**config.mk**
```make
export PLATFORM = sky130hd
export DESIGN_NAME = fmul_72bit_norm
export DESIGN_NICKNAME = d
export VERILOG_FILES = /design/src/rtl/fmul_72bit_norm.sv
export SDC_FILE = /design/constraint.sdc
export NUM_CORES = 1
export LEC_CHECK = 0
export ABC_AREA = 1
export CORE_ASPECT_RATIO = 0.5
export CORE_UTILIZATION = 52
export DETAILED_ROUTE_END_ITERATION = 8
export PLACE_DENSITY = 0.83
export SETUP_SLACK_MARGIN = 0.1
export SLEW_MARGIN = 20
export SYNTH_ARGS = -nofsm -noshare
export SYNTH_HDL_FRONTEND = slang
export SYNTH_SLANG_ARGS = --single-unit
```
**constraint.sdc**
```tcl
create_clock -name iCLOCK -period 8.7 [get_ports iCLOCK]
set_input_delay 1.305 -clock iCLOCK [delete_from_list [all_inputs] [get_ports iCLOCK]]
set_output_delay 1.305 -clock iCLOCK [all_outputs]
set_load 0.03 [all_outputs]
```
**src/rtl/fmul_72bit_norm.sv**
```systemverilog
// Final normalise/round/pack stage of the 72-bit floating-point multiplier.
// Two registered stages behind a shared valid/busy handshake (latency 2).
module fmul_72bit_norm #(
  parameter int          P_ROUND_MODE = 0,
  parameter logic [59:0] P_QNAN_FRACT = 60'h800000000000000
) (
  input  logic         iCLOCK,
  input  logic         iRESET,
  input  logic         iRESET_SYNC,
  input  logic         iDATA_REQ,
  output logic         oDATA_BUSY,
  input  logic         iDATA_SIGN,
  input  logic [12:0]  iDATA_EXP,
  input  logic [119:0] iDATA_FRACT,
  input  logic         iDATA_EXCEPT_EXP_A0,
  input  logic         iDATA_EXCEPT_EXP_B0,
  input  logic         iDATA_EXCEPT_EXP_A1,
  input  logic         iDATA_EXCEPT_EXP_B1,
  input  logic         iDATA_EXCEPT_FRACT_A0,
  input  logic         iDATA_EXCEPT_FRACT_B0,
  output logic         oDATA_VALID,
  input  logic         iDATA_BUSY,
  output logic [71:0]  oDATA_RESULT,
  output logic         oDATA_FLAG_INVALID,
  output logic         oDATA_FLAG_OVERFLOW,
  output logic         oDATA_FLAG_UNDERFLOW,
  output logic         oDATA_FLAG_INEXACT
);

  assign oDATA_BUSY = iDATA_BUSY;

  logic        norm_shift;
  logic [59:0] norm_mant;
  logic        norm_guard;
  logic        norm_sticky;
  logic [13:0] norm_exp;
  logic        a_zero, b_zero, a_inf, b_inf, a_nan, b_nan;
  logic        cls_nan, cls_inf, cls_zero;

  always_comb begin
    norm_shift  = iDATA_FRACT[119];
    norm_mant   = norm_shift ? iDATA_FRACT[118:59] : iDATA_FRACT[117:58];
    norm_guard  = norm_shift ? iDATA_FRACT[58] : iDATA_FRACT[57];
    norm_sticky = norm_shift ? (|iDATA_FRACT[57:0]) : (|iDATA_FRACT[56:0]);
    norm_exp    = {iDATA_EXP[12], iDATA_EXP} + {13'b0, norm_shift};
    a_zero      = iDATA_EXCEPT_EXP_A0;
    b_zero      = iDATA_EXCEPT_EXP_B0;
    a_inf       = iDATA_EXCEPT_EXP_A1 && iDATA_EXCEPT_FRACT_A0;
    b_inf       = iDATA_EXCEPT_EXP_B1 && iDATA_EXCEPT_FRACT_B0;
    a_nan       = iDATA_EXCEPT_EXP_A1 && !iDATA_EXCEPT_FRACT_A0;
    b_nan       = iDATA_EXCEPT_EXP_B1 && !iDATA_EXCEPT_FRACT_B0;
    // Class priority is resolved early so stage 1 only carries three bits.
    cls_nan     = a_nan || b_nan || ((a_inf || b_inf) && (a_zero || b_zero));
    cls_inf     = a_inf || b_inf;
    cls_zero    = a_zero || b_zero;
  end

  logic        st0_valid;
  logic        st0_sign;
  logic [59:0] st0_mant;
  logic        st0_guard;
  logic        st0_sticky;
  logic [13:0] st0_exp;
  logic        st0_nan, st0_inf, st0_zero;

  always_ff @(posedge iCLOCK or posedge iRESET) begin
    if (iRESET) begin
      st0_valid  <= 1'b0;
      st0_sign   <= 1'b0;
      st0_mant   <= '0;
      st0_guard  <= 1'b0;
      st0_sticky <= 1'b0;
      st0_exp    <= '0;
      st0_nan    <= 1'b0;
      st0_inf    <= 1'b0;
      st0_zero   <= 1'b0;
    end else if (iRESET_SYNC) begin
      st0_valid  <= 1'b0;
      st0_sign   <= 1'b0;
      st0_mant   <= '0;
      st0_guard  <= 1'b0;
      st0_sticky <= 1'b0;
      st0_exp    <= '0;
      st0_nan    <= 1'b0;
      st0_inf    <= 1'b0;
      st0_zero   <= 1'b0;
    end else if (!iDATA_BUSY) begin
      st0_valid  <= iDATA_REQ;
      st0_sign   <= iDATA_SIGN;
      st0_mant   <= norm_mant;
      st0_guard  <= norm_guard;
      st0_sticky <= norm_sticky;
      st0_exp    <= norm_exp;
      st0_nan    <= cls_nan;
      st0_inf    <= cls_inf;
      st0_zero   <= cls_zero;
    end
  end

  logic        round_up;
  logic [60:0] round_mant;
  logic [13:0] round_exp;
  logic [71:0] result_n;
  logic        invalid_n, overflow_n, underflow_n, inexact_n;

  always_comb begin
    round_up    = (P_ROUND_MODE == 0) ? (st0_guard & (st0_sticky | st0_mant[0])) : 1'b0;
    // A carry out only happens from all-ones, leaving the low 60 bits zero.
    round_mant  = {1'b0, st0_mant} + {60'b0, round_up};
    round_exp   = st0_exp + {13'b0, round_mant[60]};
    result_n    = {st0_sign, round_exp[10:0], round_mant[59:0]};
    invalid_n   = 1'b0;
    overflow_n  = 1'b0;
    underflow_n = 1'b0;
    inexact_n   = 1'b0;
    if (st0_nan) begin
      result_n  = {1'b0, 11'h7FF, P_QNAN_FRACT};
      invalid_n = 1'b1;
    end else if (st0_inf) begin
      result_n  = {st0_sign, 11'h7FF, 60'b0};
    end else if (st0_zero) begin
      result_n  = {st0_sign, 11'h000, 60'b0};
    end else if ($signed(round_exp) >= 14'sd2047) begin
      result_n   = {st0_sign, 11'h7FF, 60'b0};
      overflow_n = 1'b1;
      inexact_n  = 1'b1;
    end else if ($signed(round_exp) <= 14'sd0) begin
      result_n    = {st0_sign, 11'h000, 60'b0};
      underflow_n = 1'b1;
      inexact_n   = 1'b1;
    end else begin
      inexact_n = st0_guard | st0_sticky;
    end
  end

  always_ff @(posedge iCLOCK or posedge iRESET) begin
    if (iRESET) begin
      oDATA_VALID          <= 1'b0;
      oDATA_RESULT         <= '0;
      oDATA_FLAG_INVALID   <= 1'b0;
      oDATA_FLAG_OVERFLOW  <= 1'b0;
      oDATA_FLAG_UNDERFLOW <= 1'b0;
      oDATA_FLAG_INEXACT   <= 1'b0;
    end else if (iRESET_SYNC) begin
      oDATA_VALID          <= 1'b0;
      oDATA_RESULT         <= '0;
      oDATA_FLAG_INVALID   <= 1'b0;
      oDATA_FLAG_OVERFLOW  <= 1'b0;
      oDATA_FLAG_UNDERFLOW <= 1'b0;
      oDATA_FLAG_INEXACT   <= 1'b0;
    end else if (!iDATA_BUSY) begin
      oDATA_VALID          <= st0_valid;
      oDATA_RESULT         <= result_n;
      oDATA_FLAG_INVALID   <= invalid_n;
      oDATA_FLAG_OVERFLOW  <= overflow_n;
      oDATA_FLAG_UNDERFLOW <= underflow_n;
      oDATA_FLAG_INEXACT   <= inexact_n;
    end
  end

endmodule

```
==> run metrics, run 1 <==
status completed; post-synthesis cell area roughly 0.0094 mm²; synthesized instance count 1247; die height 97.0 µm; DP HPWL between 20000 and 25000 µm; Die ar. roughly 0.019 mm²; PD cells 152 mW/mm²; layout overhead on the synthesized area 31.1%; setup TNS 0 ns; Die Width just under 200 µm; placed cell count ~1700; Bufs on Longest Clock Path 2; Critical Path, Cell by Cell nor2_1 -> nor2_1 -> ha_1 -> ha_1 -> nand3_1 -> inv_2 -> nand2_2 -> nor2_2 -> nand2_1 -> nor4_2 -> nand3_1 -> nor2_1 -> nand4_1 -> nor2_1 -> ha_1 -> nand2_2 -> nor2_8 -> nand4_4 -> xor2_2 -> nand2_4 -> nand2_8 -> inv_6 -> nand2_8 -> o21ai_0; Yosys warning count 0; Post-CTS Setup Bufs 0; EDFF count, synth 0; FF+latch count, synth 158; n_diodes 0; Core Region roughly 0.018 mm²; Worst Setup End Kind flip-flop; drt pass-1 iters 5; maximum vdd ir drop between 0.15 and 0.2 mV; area leader, netlist dfrtp_1; Worst Setup Start Kind flip-flop; via count 9478; dpl ws approximately 3.8 ns; Crit Path Max Fanout 45; clock skew between 0.01 and 0.015 ns; drt via density 5.60; register area ~0.0040 mm²; Clock Pin Slew Worst Setup and Hold Paths ~0.06 ns; fill cell count approximately 1400; grt total ovfl 0; most used cell, CP nor2_1; Setup CP Type reg -> reg; dominant cells by area after synthesis dfrtp_1, nand2_1, nor2_1; gr usage total between 30% and 40%; CP required 8.99 ns; most common cell after layout, fill and taps aside nand2_1; largest net degree at the start of global routing 91; Final setup viols 0; Leak 5.29 nW; post-route ant nets 0; post-synthesis cell type count 47; Final Critical Period approximately 5.0 ns; Routed WL per cell between 15 and 20 µm; number of global-route vias before repair 9520; asr flop ratio synth 100%; Nets 1599; fin cells around 1700; max incr delay on CP ~0.50 ns; Post-synth top flop dfrtp_1; FP Rows 34; clk root buf clkbuf_16; critical path's slowest cell xor2_2; initial antenna violation count 0; area of the multi-input gates roughly 0.0047 mm²; CTS tree built; utilization after layout a little over two thirds; CTS H-tree depth 4; biggest regs oDATA_RESULT x72, st0_mant x60, st0_exp x14; Hold Path Class reg -> reg; slew margin rel. about a quarter; Overall Power around 1.9 mW; Yosys top cell area share between 40% and 50%; syn_nets approximately 1400; critical path arrival 5.25 ns; initial drt markers 703; part of the cycle the worst path needs between 50% and 60%; family with the most delay on the worst path simple AND/OR/NAND/NOR gates; worst slew pin tran 1.12 ns; first-pass GRT wire length slightly below 50000 µm; max reg flops ~70; Top Ports approximately 220; layout cells sized above 1 approximately 8.4%; final hold viol count 0; register area share after synthesis 42.1%; commonest cells after routing, fill and taps aside nand2_1, clkdlybuf4s50_1, dfrtp_1, nor2_1, inv_1; Slew Viols, Final 0; CTS sink count 158; CTS Buf Count 17; max-cap violation count 0; routed wire length between 30000 and 40000 µm; final worst slack about 3.7 ns; initial core utilization 53.6%; hold buffer count at cts 0; RSZ-0062 raised after global routing false; Max Fclk approximately 0.20 GHz; Placer Congestion approximately 1; DRC viols 0; IO Port Bufs approximately 220; Biggest register oDATA_RESULT; worst skew pair latency 0.43 ns; PostCTS Resize Cnt 0; Syn Area/Cell between 7 and 8 µm²; WP buf/inv 2
-- report_power, final --
group | switching [mW] | internal, mW | total, mW
Combinational | 0.184 | 0.132 | 0.316
Sequential | 0.0404 | 0.772 | 0.813
Clock | 0.311 | 0.435 | 0.746
-- logic make-up after synthesis --
family / Yosys count / share of synthesized area (%)
AND/OR/NAND/NOR: 653 / 31.1
AO/OA/AOI/OAI: 216 / 14.1
buffers and inverters: 168 / 7.58
flip-flops: 158 / 42.1
XOR/XNOR: 46 / 4.37
adder cells (fa/ha/maj): 6 / 0.799
-- worst reg2reg max path: cells and delay by family, from the launching register on --
kind                     cells  cell delay [ns]
flip-flops                   1             0.39
buffers and inverters        2             0.15
AND/OR/NAND/NOR             17             2.85
XOR/XNOR                     1             0.50
adder cells (fa/ha/maj)      3             0.79
AO/OA/AOI/OAI                1             0.15
-- synthesized netlist by cell type (all sizes together) (2+ instances only) --
cell,count
nand2,331
nor2,169
dfrtp,158
o21ai,155
inv,120
nand3,72
o22ai,47
clkbuf,39
xor2,39
nand4,29
nor3,24
nor4,21
buf,7
xnor2,7
a21oi,6
ha,6
a22o,3
or2,3
clkinv,2
o32ai,2
-- layer usage --
metal  global-route usage, %  vias to the layer above  wire [µm]
li1                        -                     4503          -
met1                    47.0                     4529      13800
met2                    54.9                      394      14500
met3                    6.82                       52       2180
met4                    9.63                        0        694
met5                       0                        -          0
-- final cells by class --
| cell class | instances | share of cell area (%) |
|---|---|---|
| inverters | 122 | 3.82 |
| well taps | 234 | 2.38 |
| multi-input cells | 921 | 38.5 |
| flip-flops and latches | 158 | 32.1 |
| repair buffers | 228 | 18.5 |
| clock buffers | 20 | 3.71 |
| clock inverters | 10 | 0.935 |
-- through the flow --
step	hold WS (ns)	instance area (µm²)
5_1_grt	0.500	12300
3_3_place_gp	0.459	11700
4_1_cts	0.481	12300
3_5_place_dp	0.466	11700
6_report	0.476	12300
2_1_floorplan	0.476	9390
-- worst paths after layout --
kind,depth (start not counted),slack (ns),startpoint,endpoint
worst max-delay path,24,3.74,st0_sticky$_DFFE_PP0P_,oDATA_RESULT[57]$_DFFE_PP0P_
worst min-delay path,2,0.48,oDATA_FLAG_INVALID$_DFFE_PP0P_,oDATA_FLAG_INVALID$_DFFE_PP0P_
worst max register to register,24,3.74,st0_sticky$_DFFE_PP0P_,oDATA_RESULT[57]$_DFFE_PP0P_
worst min register to register,2,0.48,oDATA_FLAG_INVALID$_DFFE_PP0P_,oDATA_FLAG_INVALID$_DFFE_PP0P_
max in group asynchronous,4,6.19,iRESET,st0_exp[8]$_DFFE_PP0P_
min in group asynchronous,2,1.37,iRESET,oDATA_RESULT[26]$_DFFE_PP0P_
Note: power is estimated with default switching activity, not from simulation.
==> run 2, diff against run 1 <==
--- a/config.mk
+++ b/config.mk
@@ -7,9 +7,9 @@
 export LEC_CHECK = 0
 export ABC_AREA = 1
 export CORE_ASPECT_RATIO = 0.5
-export CORE_UTILIZATION = 52
+export CORE_UTILIZATION = 51
 export DETAILED_ROUTE_END_ITERATION = 8
-export PLACE_DENSITY = 0.83
+export PLACE_DENSITY = 0.82
 export SETUP_SLACK_MARGIN = 0.1
 export SLEW_MARGIN = 20
 export SYNTH_ARGS = -nofsm -noshare
==> constraint.sdc (replaced) <==
create_clock -name iCLOCK -period 5 [get_ports iCLOCK]
set_input_delay 0.75 -clock iCLOCK [delete_from_list [all_inputs] [get_ports iCLOCK]]
set_output_delay 0.75 -clock iCLOCK [all_outputs]
set_load 0.03 [all_outputs]
==> run 2 against run 1 <==
Sequential cell count unchanged. Worst hold slack better by 0.00064 ns. Largest power group unchanged. Count of clock-buffer cells in the layout up 1. Clock skew rose by 0.0030 ns. Combinational power rose by 77%. Via count increased by 1.6%. Non-clock buffer count grew 2. Setup slack lost 3.2 ns. Register-to-register slack got worse by 3.2 ns. Routed wire length grew 1.7%.
==> run metrics, run 2 (synthesized netlist as in run 1, its figures left out) <==
clk root buf clkbuf_16 (unchanged); post-route ant nets 0 (unchanged); r2r setup slk 0.55 ns (was 3.74 ns); max-cap violation count 0 (unchanged); hold buffer count at cts 0 (unchanged); Core Region 0.0177 mm² (was 0.0175 mm²); DRC viols 0 (unchanged); worst reg2reg path endpoint oDATA_RESULT[53]$_DFFE_PP0P_ (was oDATA_RESULT[57]$_DFFE_PP0P_); gr usage total 33.9% (was 34.2%); Hold Path Class reg -> reg (unchanged); Biggest register oDATA_RESULT (unchanged); clock skew 0.0142 ns (was 0.0112 ns); biggest regs oDATA_RESULT x72, st0_mant x60, st0_exp x14 (unchanged); initial core utilization 53.1% (was 53.6%); Die ar. 0.0190 mm² (was 0.0186 mm²); first-pass GRT wire length 50400 µm (was 49400 µm); IO Port Bufs 222 (unchanged); Post-CTS Setup Bufs 0 (unchanged); max reg flops 72 (unchanged); Worst Setup Start Kind flip-flop (unchanged); number of global-route vias before repair 9562 (was 9520); most common cell after layout, fill and taps aside nand2_1 (unchanged); Slew Viols, Final 0 (unchanged); CTS Buf Count 17 (unchanged); Final Critical Period 4.45 ns (was 4.96 ns); setup TNS 0 ns (unchanged); dpl ws 0.318 ns (was 3.85 ns); final hold viol count 0 (unchanged); grt total ovfl 0 (unchanged); Routed WL per cell 18.7 µm (was 18.4 µm); part of the cycle the worst path needs 89.0% (was 57.1%); Worst R2R Start st0_mant[0]$_DFFE_PP0P_ (was st0_sticky$_DFFE_PP0P_); DP HPWL 23200 µm (was 22900 µm); PostCTS Resize Cnt 0 (unchanged); commonest cells after routing, fill and taps aside nand2_1, clkdlybuf4s50_1, dfrtp_1, nor2_1, inv_1 (unchanged); CTS tree built (unchanged); R2R cell count 27 (was 24); drt pass-1 iters 5 (unchanged); Nets 1602 (was 1599); fill cell count 1467 (was 1422); status completed (unchanged); n_diodes 0 (unchanged); via count 9629 (was 9478); CTS sink count 158 (unchanged); critical path arrival 4.76 ns (was 5.25 ns); Overall Power 3.37 mW (was 1.87 mW); RSZ-0062 raised after global routing false (unchanged); layout cells sized above 1 8.75% (was 8.36%); FP Rows 34 (unchanged); initial drt markers 775 (was 703); Worst Setup End Kind flip-flop (unchanged); routed wire length 31700 µm (was 31100 µm); register area 0.00395 mm² (unchanged); Hold EP oDATA_RESULT[40]$_DFFE_PP0P_ (was oDATA_FLAG_INVALID$_DFFE_PP0P_); drt via density 5.67 (was 5.60); layout overhead on the synthesized area 32.0% (was 31.1%); PD cells 271 mW/mm² (was 152 mW/mm²); initial antenna violation count 0 (unchanged); Die Width 194 µm (was 192 µm); worst skew pair latency 0.43 ns (about the same); Crit Path Max Fanout 23 (was 45); CP required 5.31 ns (was 8.99 ns); Placer Congestion 0.979 (was 1.00); CTS H-tree depth 4 (unchanged); Bufs on Longest Clock Path 2 (unchanged); Setup CP Type reg -> reg (unchanged); Clock Pin Slew Worst Setup and Hold Paths 0.07 ns (was 0.06 ns); worst min-delay path startpoint oDATA_RESULT[40]$_DFFE_PP0P_ (was oDATA_FLAG_INVALID$_DFFE_PP0P_); hold depth 2 (unchanged); Max Fclk 0.225 GHz (was 0.201 GHz); worst slew pin tran 1.07 ns (was 1.12 ns); maximum vdd ir drop 0.206 mV (was 0.185 mV); slew margin rel. 28.4% (was 25.5%); final worst slack 0.551 ns (was 3.74 ns); hold slack 0.477 ns (was 0.476 ns); largest net degree at the start of global routing 159 (was 91); Top Ports 223 (unchanged); Leak 5.33 nW (was 5.29 nW); Final setup viols 0 (unchanged); die height 98.0 µm (was 97.0 µm); area of the multi-input gates 0.00478 mm² (was 0.00474 mm²)
==> run 2: per-stage QoR <==
stage               cell area (µm²)  std cells  utilization (%)
floorplan                      9400       1247                -
global placement              11700       1665             66.4
detailed placement            11700       1665             66.4
CTS                           12400       1696             69.9
global route                  12400       1697             70.1
finish                        12400       1697             70.1
==> run 2: layer usage <==
metal / share of wire [%] / vias up / GRT usage (%)
met3: 7.8 / 61 / 8.01
met1: 44 / 4616 / 45.1
met2: 46 / 442 / 55.5
met5: 0 / - / 0
met4: 2.2 / 0 / 9.77
li1: - / 4510 / -
==> run 2: area by class of cell <==
class | count | share of cell area [%]
clock buffers | 21 | 3.63
flip-flops and latches | 158 | 31.9
clock inverters | 10 | 1.32
inverters | 122 | 3.78
multi-input cells | 922 | 38.6
well taps | 234 | 2.36
repair buffers | 230 | 18.5
==> run 2: worst max-delay path: stages, from the launching register on <==
cell	delay [ns]
dfrtp_1	0.38
nor2_1	0.06
nor2_1	0.10
ha_2	0.23
ha_2	0.23
nand3_1	0.20
inv_2	0.11
nand2_2	0.08
nor2_2	0.15
nand2_1	0.16
nor4_4	0.24
nand3_2	0.19
nor2_1	0.16
nand4_1	0.11
nor2_2	0.16
ha_1	0.22
nand2_2	0.11
nor2_4	0.17
xor2_1	0.24
nand3_1	0.12
nor2_2	0.13
nand3_4	0.14
nand2_4	0.10
inv_4	0.05
nand2_8	0.07
inv_6	0.07
nand2_8	0.22
o21ai_0	0.12
==> run 2: where the power goes <==
group          internal, mW  switching [mW]
logic                 0.230           0.329
registers              1.34          0.0691
clock network         0.848           0.547
total                  2.42           0.945
==> run 2: how the worst max path moves through the flow <==
stage                       startpoint                           end  slack [ns]  cells after the start
4_1_cts         st0_sticky$_DFFE_PP0P_  oDATA_RESULT[54]$_DFFE_PP0P_        0.22                     28
3_3_place_gp   st0_mant[0]$_DFFE_PP0P_  oDATA_RESULT[53]$_DFFE_PP0P_        0.49                     28
5_1_grt         st0_sticky$_DFFE_PP0P_  oDATA_RESULT[54]$_DFFE_PP0P_        0.13                     29
3_5_place_dp    st0_sticky$_DFFE_PP0P_  oDATA_RESULT[53]$_DFFE_PP0P_        0.32                     28
6_report       st0_mant[0]$_DFFE_PP0P_  oDATA_RESULT[53]$_DFFE_PP0P_        0.55                     27
2_1_floorplan  st0_mant[0]$_DFFE_PP0P_  oDATA_RESULT[18]$_DFFE_PP0P_        1.26                     26
==> run 3, diff against run 2 <==
--- a/config.mk
+++ b/config.mk
@@ -7,10 +7,13 @@
 export LEC_CHECK = 0
 export ABC_AREA = 1
 export CORE_ASPECT_RATIO = 0.5
+export CORE_MARGIN = 3
 export CORE_UTILIZATION = 51
+export CTS_CLUSTER_SIZE = 16
 export DETAILED_ROUTE_END_ITERATION = 8
 export PLACE_DENSITY = 0.82
 export SETUP_SLACK_MARGIN = 0.1
+export SKIP_CTS_REPAIR_TIMING = 1
 export SLEW_MARGIN = 20
 export SYNTH_ARGS = -nofsm -noshare
 export SYNTH_HDL_FRONTEND = slang
==> run 3 against run 2 <==
Sequential share of layout area barely moved. Die area grew 6.2%. Highest routed layer unchanged. Utilization about the same. Critical path depth increased by 1. Count of clock-buffer cells in the layout down 1. Non-clock buffer count is the same. Setup slack better by 0.018 ns. Routed wire length grew 3.5%. Clock power about the same. Total power fell by 0.38%.
==> run metrics, run 3 (synthesized netlist as in run 1, its figures left out) <==
CTS Buf Count 17 (unchanged); DRC viols 0 (unchanged); layout cells sized above 1 8.81% (was 8.75%); CP required 5.31 ns (about the same); drt pass-1 iters 7 (was 5); CTS sink count 158 (unchanged); Placer Congestion 0.957 (was 0.979); final hold viol count 0 (unchanged); Overall Power 3.35 mW (was 3.37 mW); maximum vdd ir drop 0.202 mV (was 0.206 mV); grt total ovfl 0 (unchanged); worst skew pair latency 0.44 ns (was 0.43 ns); Final setup viols 0 (unchanged); n_diodes 0 (unchanged); Setup CP Type reg -> reg (unchanged); max-cap violation count 0 (unchanged); layout overhead on the synthesized area 32.0% (about the same); critical path arrival 4.74 ns (was 4.76 ns); Slew Viols, Final 0 (unchanged); Routed WL per cell 19.3 µm (was 18.7 µm); slew margin rel. 39.0% (was 28.4%); Final Critical Period 4.43 ns (was 4.45 ns); part of the cycle the worst path needs 88.6% (was 89.0%); area of the multi-input gates 0.00478 mm² (unchanged); routed wire length 32800 µm (was 31700 µm); Worst Setup End Kind flip-flop (unchanged); Bufs on Longest Clock Path 2 (unchanged); WP buf/inv 2 (was 3); Top Ports 223 (unchanged); first-pass GRT wire length 51100 µm (was 50400 µm); initial core utilization 53.1% (unchanged); Hold Path Class reg -> reg (unchanged); dpl ws 0.350 ns (was 0.318 ns); DP HPWL 24300 µm (was 23200 µm); FP Rows 34 (unchanged); most used cell, CP nor2_1; via count 9604 (was 9629); final instance area 0.0124 mm² (about the same); clk root buf clkbuf_16 (unchanged); utilization after layout 70.1% (about the same); max incr delay on CP 0.38 ns (about the same); RSZ-0062 raised after global routing false (unchanged); max reg flops 72 (unchanged); worst slew pin tran 0.915 ns (was 1.07 ns); Crit Path Max Fanout 23 (unchanged); drt via density 5.66 (was 5.67); post-route ant nets 0 (unchanged); Clock Pin Slew Worst Setup and Hold Paths 0.07 ns (about the same); PD cells 270 mW/mm² (was 271 mW/mm²); Worst Setup Start Kind flip-flop (unchanged); CTS tree built (unchanged); final worst slack 0.569 ns (was 0.551 ns); most common cell after layout, fill and taps aside nand2_1 (unchanged); register area 0.00395 mm² (unchanged); largest net degree at the start of global routing 159 (unchanged); initial antenna violation count 0 (unchanged); commonest cells after routing, fill and taps aside nand2_1, clkdlybuf4s50_1, dfrtp_1, nor2_1, inv_1 (unchanged); status completed (unchanged); fill cell count 1461 (was 1467); Leak 5.31 nW (was 5.33 nW); IO Port Bufs 222 (unchanged); number of global-route vias before repair 9344 (was 9562); family with the most delay on the worst path simple AND/OR/NAND/NOR gates (unchanged); Nets 1602 (unchanged); critical path's slowest cell dfrtp_1 (unchanged); Core Region 0.0177 mm² (unchanged); die height 102 µm (was 98.0 µm); Die Width 198 µm (was 194 µm); initial drt markers 765 (was 775); gr usage total 32.4% (was 33.9%); Die ar. 0.0202 mm² (was 0.0190 mm²); Area after DPL 0.0117 mm² (unchanged); setup TNS 0 ns (unchanged); clock skew 0.0115 ns (was 0.0142 ns); CTS H-tree depth 4 (unchanged); Max Fclk 0.226 GHz (was 0.225 GHz); Biggest register oDATA_RESULT (unchanged); biggest regs oDATA_RESULT x72, st0_mant x60, st0_exp x14 (unchanged)
run 3: cell types whose count changed in the layout (fill, tap and decap cells not counted), sizes merged:
cell and change:
bufinv -1, clkbuf -1, clkinv -1, clkinvlp +4
run 3: power breakdown:
part | switching [mW] | leakage [nW] | internal (mW) | total, mW
Combinational | 0.331 | 2.90 | 0.230 | 0.561
Sequential | 0.0686 | 2.13 | 1.34 | 1.41
Clock | 0.577 | 0.279 | 0.803 | 1.38
run 3: per-stage QoR:
stage / cells / hold slack [ns]
floorplan: 1247 / 0.476
global placement: 1665 / 0.458
detailed placement: 1665 / 0.465
CTS: 1697 / 0.485
global route: 1698 / 0.508
finish: 1698 / 0.483
run 3: final timing paths:
path | start | to | slack (ns) | cells past startpoint
hold reg to reg | oDATA_FLAG_INVALID$_DFFE_PP0P_ | oDATA_FLAG_INVALID$_DFFE_PP0P_ | 0.48 | 2
hold / removal | oDATA_FLAG_INVALID$_DFFE_PP0P_ | oDATA_FLAG_INVALID$_DFFE_PP0P_ | 0.48 | 2
max in group asynchronous | iRESET | st0_exp[0]$_DFFE_PP0P_ | 3.43 | 3
setup reg to reg | st0_mant[0]$_DFFE_PP0P_ | oDATA_RESULT[54]$_DFFE_PP0P_ | 0.57 | 28
setup / recovery | st0_mant[0]$_DFFE_PP0P_ | oDATA_RESULT[54]$_DFFE_PP0P_ | 0.57 | 28
min in group asynchronous | iRESET | oDATA_RESULT[25]$_DFFE_PP0P_ | 0.91 | 3
run 3: cell type report:
cell class              instances  share of cell area [%]
clock buffers                  20                    3.60
clock inverters                12                    1.31
inverters                     122                    3.79
multi-input cells             922                    38.6
flip-flops and latches        158                    31.9
well taps                     234                    2.36
repair buffers                230                    18.5
run 3: routing by layer:
layer	up-vias	routed length, µm	global-route usage, %
met5	-	0	0
met4	0	687	7.77
met3	61	2300	4.84
met2	405	15500	54.9
met1	4631	14300	44.6
li1	4507	-	-
run 3: worst min-delay path, stage by stage (launching register included):
cell and delay [ns]:
dfrtp_1 0.35, nand2_1 0.05, nand2_1 0.05
